### config.mk
export PLATFORM = sky130hd
export DESIGN_NAME = wr_burst_drain
export DESIGN_NICKNAME = d
export VERILOG_FILES = /design/src/rtl/wr_burst_drain.sv
export SDC_FILE = /design/constraint.sdc
export NUM_CORES = 1
export LEC_CHECK = 0
export BUFFER_PORTS_ARGS = -buffer_cell sky130_fd_sc_hd__buf_2
export CAP_MARGIN = 15
export CORE_MARGIN = 1.5
export CORE_UTILIZATION = 35
export DETAILED_ROUTE_END_ITERATION = 6
export GPL_TIMING_DRIVEN = 0
export HOLD_SLACK_MARGIN = 0.06
export PLACE_DENSITY_LB_ADDON = 0.3
export SLEW_MARGIN = 20
export SYNTH_ARGS = -nofsm -noshare
export SYNTH_HDL_FRONTEND = slang
export SYNTH_SLANG_ARGS = --single-unit
### constraint.sdc
create_clock -name clk -period 13.52 [get_ports clk]
set_input_delay 3.38 -clock clk [delete_from_list [all_inputs] [get_ports clk]]
set_output_delay 3.38 -clock clk [all_outputs]
set_load 0.1 [all_outputs]
### src/rtl/wr_burst_drain.sv
// wr_burst_drain
//   Read-side drain engine for the DDR3 write-path FIFO. Waits until a full
//   burst is buffered, then issues one write command and streams exactly
//   BURST_LEN data beats, popping the FIFO through a 2-entry prefetch buffer.
//   The command address advances per burst and wraps to ADDR_BASE before a
//   burst could run past ADDR_MAX.
//
// Ports
//   clk, rst             : clock (FIFO rd_clk), async active-high reset
//   enable               : permits starting new bursts (sampled in IDLE only)
//   fifo_rd_en           : FIFO pop
//   fifo_rd_data         : FIFO data, valid the cycle after fifo_rd_en
//   fifo_rd_empty        : FIFO empty
//   fifo_rd_water_level  : words available in the FIFO
//   cmd_valid/cmd_ready  : command handshake, cmd_addr/cmd_len payload
//   wdata_valid/ready    : data handshake, wdata/wdata_last payload
//   busy                 : engine not idle
//   burst_done           : one-cycle pulse after the last beat is accepted
module wr_burst_drain #(
    parameter int unsigned           DATA_WIDTH  = 128,
    parameter int unsigned           LEVEL_WIDTH = 11,
    parameter int unsigned           BURST_LEN   = 16,
    parameter int unsigned           ADDR_WIDTH  = 28,
    parameter int unsigned           ADDR_STEP   = 8,
    parameter logic [ADDR_WIDTH-1:0] ADDR_BASE   = '0,
    parameter logic [ADDR_WIDTH-1:0] ADDR_MAX    = 28'h0FF_FFFF
) (
    input  logic                   clk,
    input  logic                   rst,
    input  logic                   enable,
    output logic                   fifo_rd_en,
    input  logic [DATA_WIDTH-1:0]  fifo_rd_data,
    input  logic                   fifo_rd_empty,
    input  logic [LEVEL_WIDTH-1:0] fifo_rd_water_level,
    output logic                   cmd_valid,
    input  logic                   cmd_ready,
    output logic [ADDR_WIDTH-1:0]  cmd_addr,
    output logic [6:0]             cmd_len,
    output logic                   wdata_valid,
    input  logic                   wdata_ready,
    output logic [DATA_WIDTH-1:0]  wdata,
    output logic                   wdata_last,
    output logic                   busy,
    output logic                   burst_done
);

    typedef enum logic [1:0] {
        S_IDLE,
        S_CMD,
        S_DATA
    } state_t;

    localparam logic [6:0]             LEN7       = 7'(BURST_LEN);
    localparam logic [LEVEL_WIDTH-1:0] LVL_NEED   = LEVEL_WIDTH'(BURST_LEN);
    localparam int unsigned            AW2        = ADDR_WIDTH + 2;
    localparam logic [AW2-1:0]         BURST_SPAN = AW2'(BURST_LEN * ADDR_STEP);
    localparam logic [AW2-1:0]         MAX_EXT    = AW2'(ADDR_MAX);

    state_t                  r_state;
    logic                    r_cmd_valid;
    logic                    r_burst_done;
    logic [ADDR_WIDTH-1:0]   r_cmd_addr;
    logic [6:0]              r_fetch_cnt;
    logic [6:0]              r_beat_cnt;
    logic                    r_pending;
    logic [DATA_WIDTH-1:0]   r_buf0;
    logic [DATA_WIDTH-1:0]   r_buf1;
    logic                    r_head;
    logic [1:0]              r_count;

    logic                    w_wdata_valid;
    logic                    w_beat_fire;
    logic                    w_last_fire;
    logic [1:0]              w_credit;
    logic                    w_rd_en;
    logic                    w_wr_idx;
    logic [AW2-1:0]          w_next_ext;
    logic                    w_wrap;
    logic [ADDR_WIDTH-1:0]   w_next_addr;

    assign w_wdata_valid = (r_state == S_DATA) && (r_count != 2'd0);
    assign w_beat_fire   = w_wdata_valid && wdata_ready;
    assign w_last_fire   = w_beat_fire && wdata_last;

    // Credit covers words already buffered plus the pop whose data lands next
    // cycle; a full buffer may still pop when a beat drains it this cycle.
    assign w_credit = r_count + {1'b0, r_pending};
    assign w_rd_en  = (r_state != S_IDLE) && (r_fetch_cnt != 7'd0) && !fifo_rd_empty &&
                      ((w_credit < 2'd2) || ((w_credit == 2'd2) && w_beat_fire));

    // Incoming word goes to the slot behind the head; with a full buffer no
    // word is ever in flight, so count[0] alone selects the slot.
    assign w_wr_idx = r_head ^ r_count[0];

    // Wrap when the following burst would run past ADDR_MAX.
    assign w_next_ext  = AW2'(r_cmd_addr) + BURST_SPAN;
    assign w_wrap      = (w_next_ext + BURST_SPAN - AW2'(1)) > MAX_EXT;
    assign w_next_addr = w_wrap ? ADDR_BASE : w_next_ext[ADDR_WIDTH-1:0];

    always_ff @(posedge clk or posedge rst) begin
        if (rst) begin
            r_state      <= S_IDLE;
            r_cmd_valid  <= 1'b0;
            r_burst_done <= 1'b0;
            r_cmd_addr   <= ADDR_BASE;
            r_fetch_cnt  <= '0;
            r_beat_cnt   <= '0;
            r_pending    <= 1'b0;
            r_buf0       <= '0;
            r_buf1       <= '0;
            r_head       <= 1'b0;
            r_count      <= '0;
        end else begin
            r_pending    <= w_rd_en;
            r_burst_done <= 1'b0;

            if (r_pending) begin
                if (w_wr_idx) r_buf1 <= fifo_rd_data;
                else          r_buf0 <= fifo_rd_data;
            end
            if (w_beat_fire) r_head <= ~r_head;
            r_count <= r_count + {1'b0, r_pending} - {1'b0, w_beat_fire};

            if (w_rd_en) r_fetch_cnt <= r_fetch_cnt - 7'd1;

            case (r_state)
                S_IDLE: begin
                    // The water level lags the pops of the burst just finished,
                    // so the cycle carrying burst_done never starts a new one.
                    if (enable && (fifo_rd_water_level >= LVL_NEED) && !r_burst_done) begin
                        r_state     <= S_CMD;
                        r_cmd_valid <= 1'b1;
                        r_fetch_cnt <= LEN7;
                        r_beat_cnt  <= '0;
                    end
                end
                S_CMD: begin
                    if (cmd_ready) begin
                        r_state     <= S_DATA;
                        r_cmd_valid <= 1'b0;
                    end
                end
                S_DATA: begin
                    if (w_beat_fire) r_beat_cnt <= r_beat_cnt + 7'd1;
                    if (w_last_fire) begin
                        r_state      <= S_IDLE;
                        r_burst_done <= 1'b1;
                        r_cmd_addr   <= w_next_addr;
                    end
                end
                default: r_state <= S_IDLE;
            endcase
        end
    end

    assign fifo_rd_en  = w_rd_en;
    assign cmd_valid   = r_cmd_valid;
    assign cmd_addr    = r_cmd_addr;
    assign cmd_len     = LEN7;
    assign wdata_valid = w_wdata_valid;
    assign wdata       = r_head ? r_buf1 : r_buf0;
    assign wdata_last  = w_wdata_valid && (r_beat_cnt == (LEN7 - 7'd1));
    assign busy        = (r_state != S_IDLE);
    assign burst_done  = r_burst_done;

endmodule
# Yosys cells after proc, flatten, opt, wreduce, memory -nomap -nowiden
# Index checks and enable logic that the tools add are counted.
[totals] reg_bits=306 input_bits=145 out_inout_bits=169 wordCells=74
[op_classes] add_sub_neg=7 n_lt_le_gt_ge=3 n_eq_ne=8 muxes=17 bitwise_logic=3 reduce_logical=25
[op_table] cell="$mux W128" n=1
[op_table] cell="$mux W7" n=5
[op_table] cell="$add A29 B8 Y30 const B" n=1
[op_table] cell="$gt A30 B24 Y1 const B" n=1
[op_table] cell="$sub A30 B1 Y30 const B" n=1
[op_table] cell="$add A28 B8 Y29 const B" n=1
[op_table] cell="$mux W28" n=1
[op_table] cell="$pmux W7 S2" n=1
[op_table] cell="$ge A11 B5 Y1 const B" n=1
[op_table] cell="$logic_and A1 B1 Y1" n=10
[op_table] cell="$reduce_and A3 Y1" n=3
[op_table] cell="$ne A2 B2 Y1 const B" n=4
[op_table] cell="$reduce_bool A2 Y1" n=4
[op_table] cell="$add A7 B1 Y7 const B" n=1
[op_table] cell="$eq A7 B4 Y1 const B" n=1
[op_table] cell="$reduce_bool A7 Y1" n=1
[op_table] cell="$sub A7 B1 Y7 const B" n=1
[op_table] cell="$mux W2" n=3
[op_table] cell="$pmux W2 S3" n=1
[op_table] cell="$reduce_and A2 Y1" n=3
[op_table] cell="$eq A2 B2 Y1 const B" n=2
[op_table] cell="$mux W1" n=4
[op_table] cell="$add A2 B1 Y2" n=1
[op_table] cell="$eq A2 B1 Y1 const B" n=1
[op_table] cell="other kinds (8)" n=10

# Depth between registers and ports, before layout
[logic_depth] depth_word=9 ltp_mapped=8 ltp_nobuf=8

# Worst setup path before layout
# Ideal clock, no wire load.
[synth_path] path_kind="input to output" start="input port wdata_ready" end="output port fifo_rd_en" arrival_time_ns=4.545 required_time_ns=10.140 setup_slack_ns=5.595 path_stages=3 path_buffers=0 path_cell_list="and4_1 o21ai_0 clkinv_1"
[synth_between] elab_chain_cells=4
[synth_rtl] element="start: declaration" line="40" text="input logic wdata_ready,"
[synth_rtl] element="$logic_and A1 B1 Y1" line="82" text="assign w_beat_fire = w_wdata_valid && wdata_ready;"
[synth_rtl] element="$logic_and A1 B1 Y1" line="89" text="((w_credit < 2'd2) || ((w_credit == 2'd2) && w_beat_fire));"
[synth_rtl] element="$logic_or A1 B1 Y1" line="89"
[synth_rtl] element="$logic_and A1 B1 Y1" line="88" text="assign w_rd_en = (r_state != S_IDLE) && (r_fetch_cnt != 7'd0) && !fifo_rd_empty &&"
[synth_rtl] element="end: declaration" line="31" text="output logic fifo_rd_en,"
# No other way between the ends.

# Worst setup path in the final report
# Ends and elaborated chain as after synthesis.

==> flow_summary.ini <==
[status]
status = completed

[global_route]
grt_use_met1_pct = 20.4
grt_pass1_vias = 9094
grt_pass1_wl_microns = 49700
grt_util_all_layers_pct = 16.1
use_met2_pct = 26.9
grt_max_degree = 101
antenna_found_initial = 4
grt-ovfl-total = 0
grt.busiest_layer = met2
use_met3_pct = 4.29

[floorplan]
core_area_sq_um = 37800
row_count = 71
die_y_microns = 199
ioPinCount = 314
die_w_microns = 199
start_util_pct = 35.6
die_area_sq_um = 39500

[sta]
fmax_ghz = 0.125
finalSetupViolations = 0
hold_viol = 0
worst_pin_slew_ns = 0.903
setup_ws_ns = 5.55
slew_viol_final = 0
slew_headroom_pct = 39.8
min_period_ns = 7.97
rsz0062_at_grt = false
min_period_over_period_pct = 58.9
skew_ns = 0.0118
holdWs_ns = 0.498

[synth]
synth_cells = 934
synth_edf_count = 0
syn_area_sq_um = 13400
synthFlopType = dfrtp_1
synth.avg_cell_area_sq_um = 14.4
yosysUniqueCellTypes = 52
synth_seq_area_share_pct = 55.7
yosys-top-cells-count = mux2_2 (385), dfrtp_1 (299), clkbuf_1 (40), nor2_1 (26), nand3_1 (17)
synth.most_common_cell = mux2_2
synth_top_area_share_pct = 55.7
async_flop_share_pct = 100
ys_ff_latch = 299
yosysWarnings = 0
yosysTopAreaCell = dfrtp_1
ys_top_cells_by_area = dfrtp_1 (56%), mux2_2 (32%), clkbuf_1 (1.1%), xnor2_1 (0.85%), buf_4 (0.78%)

[route]
avgViaCountPerCell = 4.75
via_count = 8632
drtIter0Drc = 222
drt-wirelength-per-cell_microns = 17.4
routed_wl_microns = 31700
drc = 0
drtAntennaViolNets = 0
drt-pass1-iter-count = 4

[clocking]
cts_root_buf = clkbuf_16
numCtsBuffers = 35
cts_resized = 0
clock-sinks = 299
path_clk_slew_ns = 0.06
ctsHoldBuffers = 0
worstSkewPairLatency_ns = 0.52
post-cts-setup-buffers = 0
cts_tree = yes
clk_path_buf_depth = 3
h-tree-depth = 2

[placed_design]
post-place-ws_ns = 5.54
port_buffers = 295
place.gp.congestion = 0.768
dp.cells = 1755
hpwl_microns = 22300

[finish]
drive_above_1_share_pct = 59.9
finish.utilization_pct = 44.6
area_growth_syn_to_layout_pct = 25.5
fillers = 3512
nNetsFinal = 1434
final_cell_count_no_fill = 1819

[critical_path]
required_ns = 10.14
crit_arrival_ns = 4.59
cp_max_fo = 8
cp-end-kind = primary output
critical_path_class = input pin to primary output
start_kind = input pin

[hold_path]
hp-class = flip-flop to flip-flop

[run]
drv_cap = 0
## path summary, 6_finish.rpt
kind	startpoint	to	slack (ns)	cells after the start
setup / recovery	wdata_ready	fifo_rd_en	5.55	5
hold / removal	r_buf1[85]$_DFFE_PP0P_	r_buf1[85]$_DFFE_PP0P_	0.50	1
setup reg to reg	r_count[0]$_DFF_PP0_	r_buf1[29]$_DFFE_PP0P_	10.92	5
hold reg to reg	r_buf1[85]$_DFFE_PP0P_	r_buf1[85]$_DFFE_PP0P_	0.50	1
max in group asynchronous	rst	r_buf1[35]$_DFFE_PP0P_	9.81	3
min in group asynchronous	rst	r_buf1[81]$_DFFE_PP0P_	2.87	2
## sequential cells by signal (all words and copies together) (netlist names)
signal,count
r_pending,1
r_buf0,128
cmd_valid,1
cmd_addr,21
r_head,1
burst_done,1
r_beat_cnt,7
r_buf1,128
r_state,2
r_fetch_cnt,7
r_count,2
## cell usage in the layout (no fill, tap or decap), drive strengths merged, types with 3 or more instances in the layout
cell type	netlist	layout
nor4	7	7
conb	2	14
o211ai	3	3
xor2	10	10
buf	22	320
nor2b	3	3
or4	3	3
nand4	4	4
clkinv	1	8
and4	4	4
and2	4	4
and3	7	7
xnor2	13	13
o31ai	7	7
clkbuf	40	93
nand2	13	13
dfrtp	299	299
or2	3	3
nand3	18	18
ha	8	8
a221o	3	3
nor2	26	26
a21oi	11	11
nor3	6	6
mux2	385	385
o21ai	6	6
inv	11	11
a22o	3	3
## worst max-delay path, cell delays in order
cell,delay (ns)
buf_2,0.12
and4_1,0.14
o21ai_0,0.28
clkinv_1,0.30
buf_2,0.37
## per-stage QoR
step / area [sq um] / setup TNS [ns]
6_report: 16900 / 0
3_3_place_gp: 15600 / -505.54
5_1_grt: 16800 / 0
4_1_cts: 16800 / 0
2_1_floorplan: 13500 / 0
3_5_place_dp: 15700 / 0
## final cells by class
type	instances	area, sq um	area share, %
multi-input cells	573	5650	33.5
repair buffers	298	1560	9.25
inverters	12	52.6	0.312
plain buffers	62	295	1.75
diodes	2	5.00	0.0297
well taps	511	639	3.79
flip-flops and latches	299	7480	44.4
clock inverters	9	95.1	0.564
clock buffers	53	1080	6.39
## metal layers
| metal | wire [microns] | vias up |
|---|---|---|
| met5 | 31 | - |
| met4 | 545 | 4 |
| met3 | 2030 | 44 |
| met2 | 15100 | 211 |
| met1 | 13900 | 4352 |
| li1 | - | 4021 |
## logic make-up after synthesis
kind of cell,count (synthesis),synth area share [%]
other,2,0.0559
xor gates and xnor gates,23,1.50
muxes,385,32.3
and+or+nand+nor,106,4.58
DFF,299,55.7
AOI/OAI and AO/OA,37,2.56
adders and majority gates,8,0.746
buffers and inverters,74,2.53
Power is left out: the tool's default activity adds up to more than one toggle a clock period on the data nets, which glitch-free logic cannot reach.
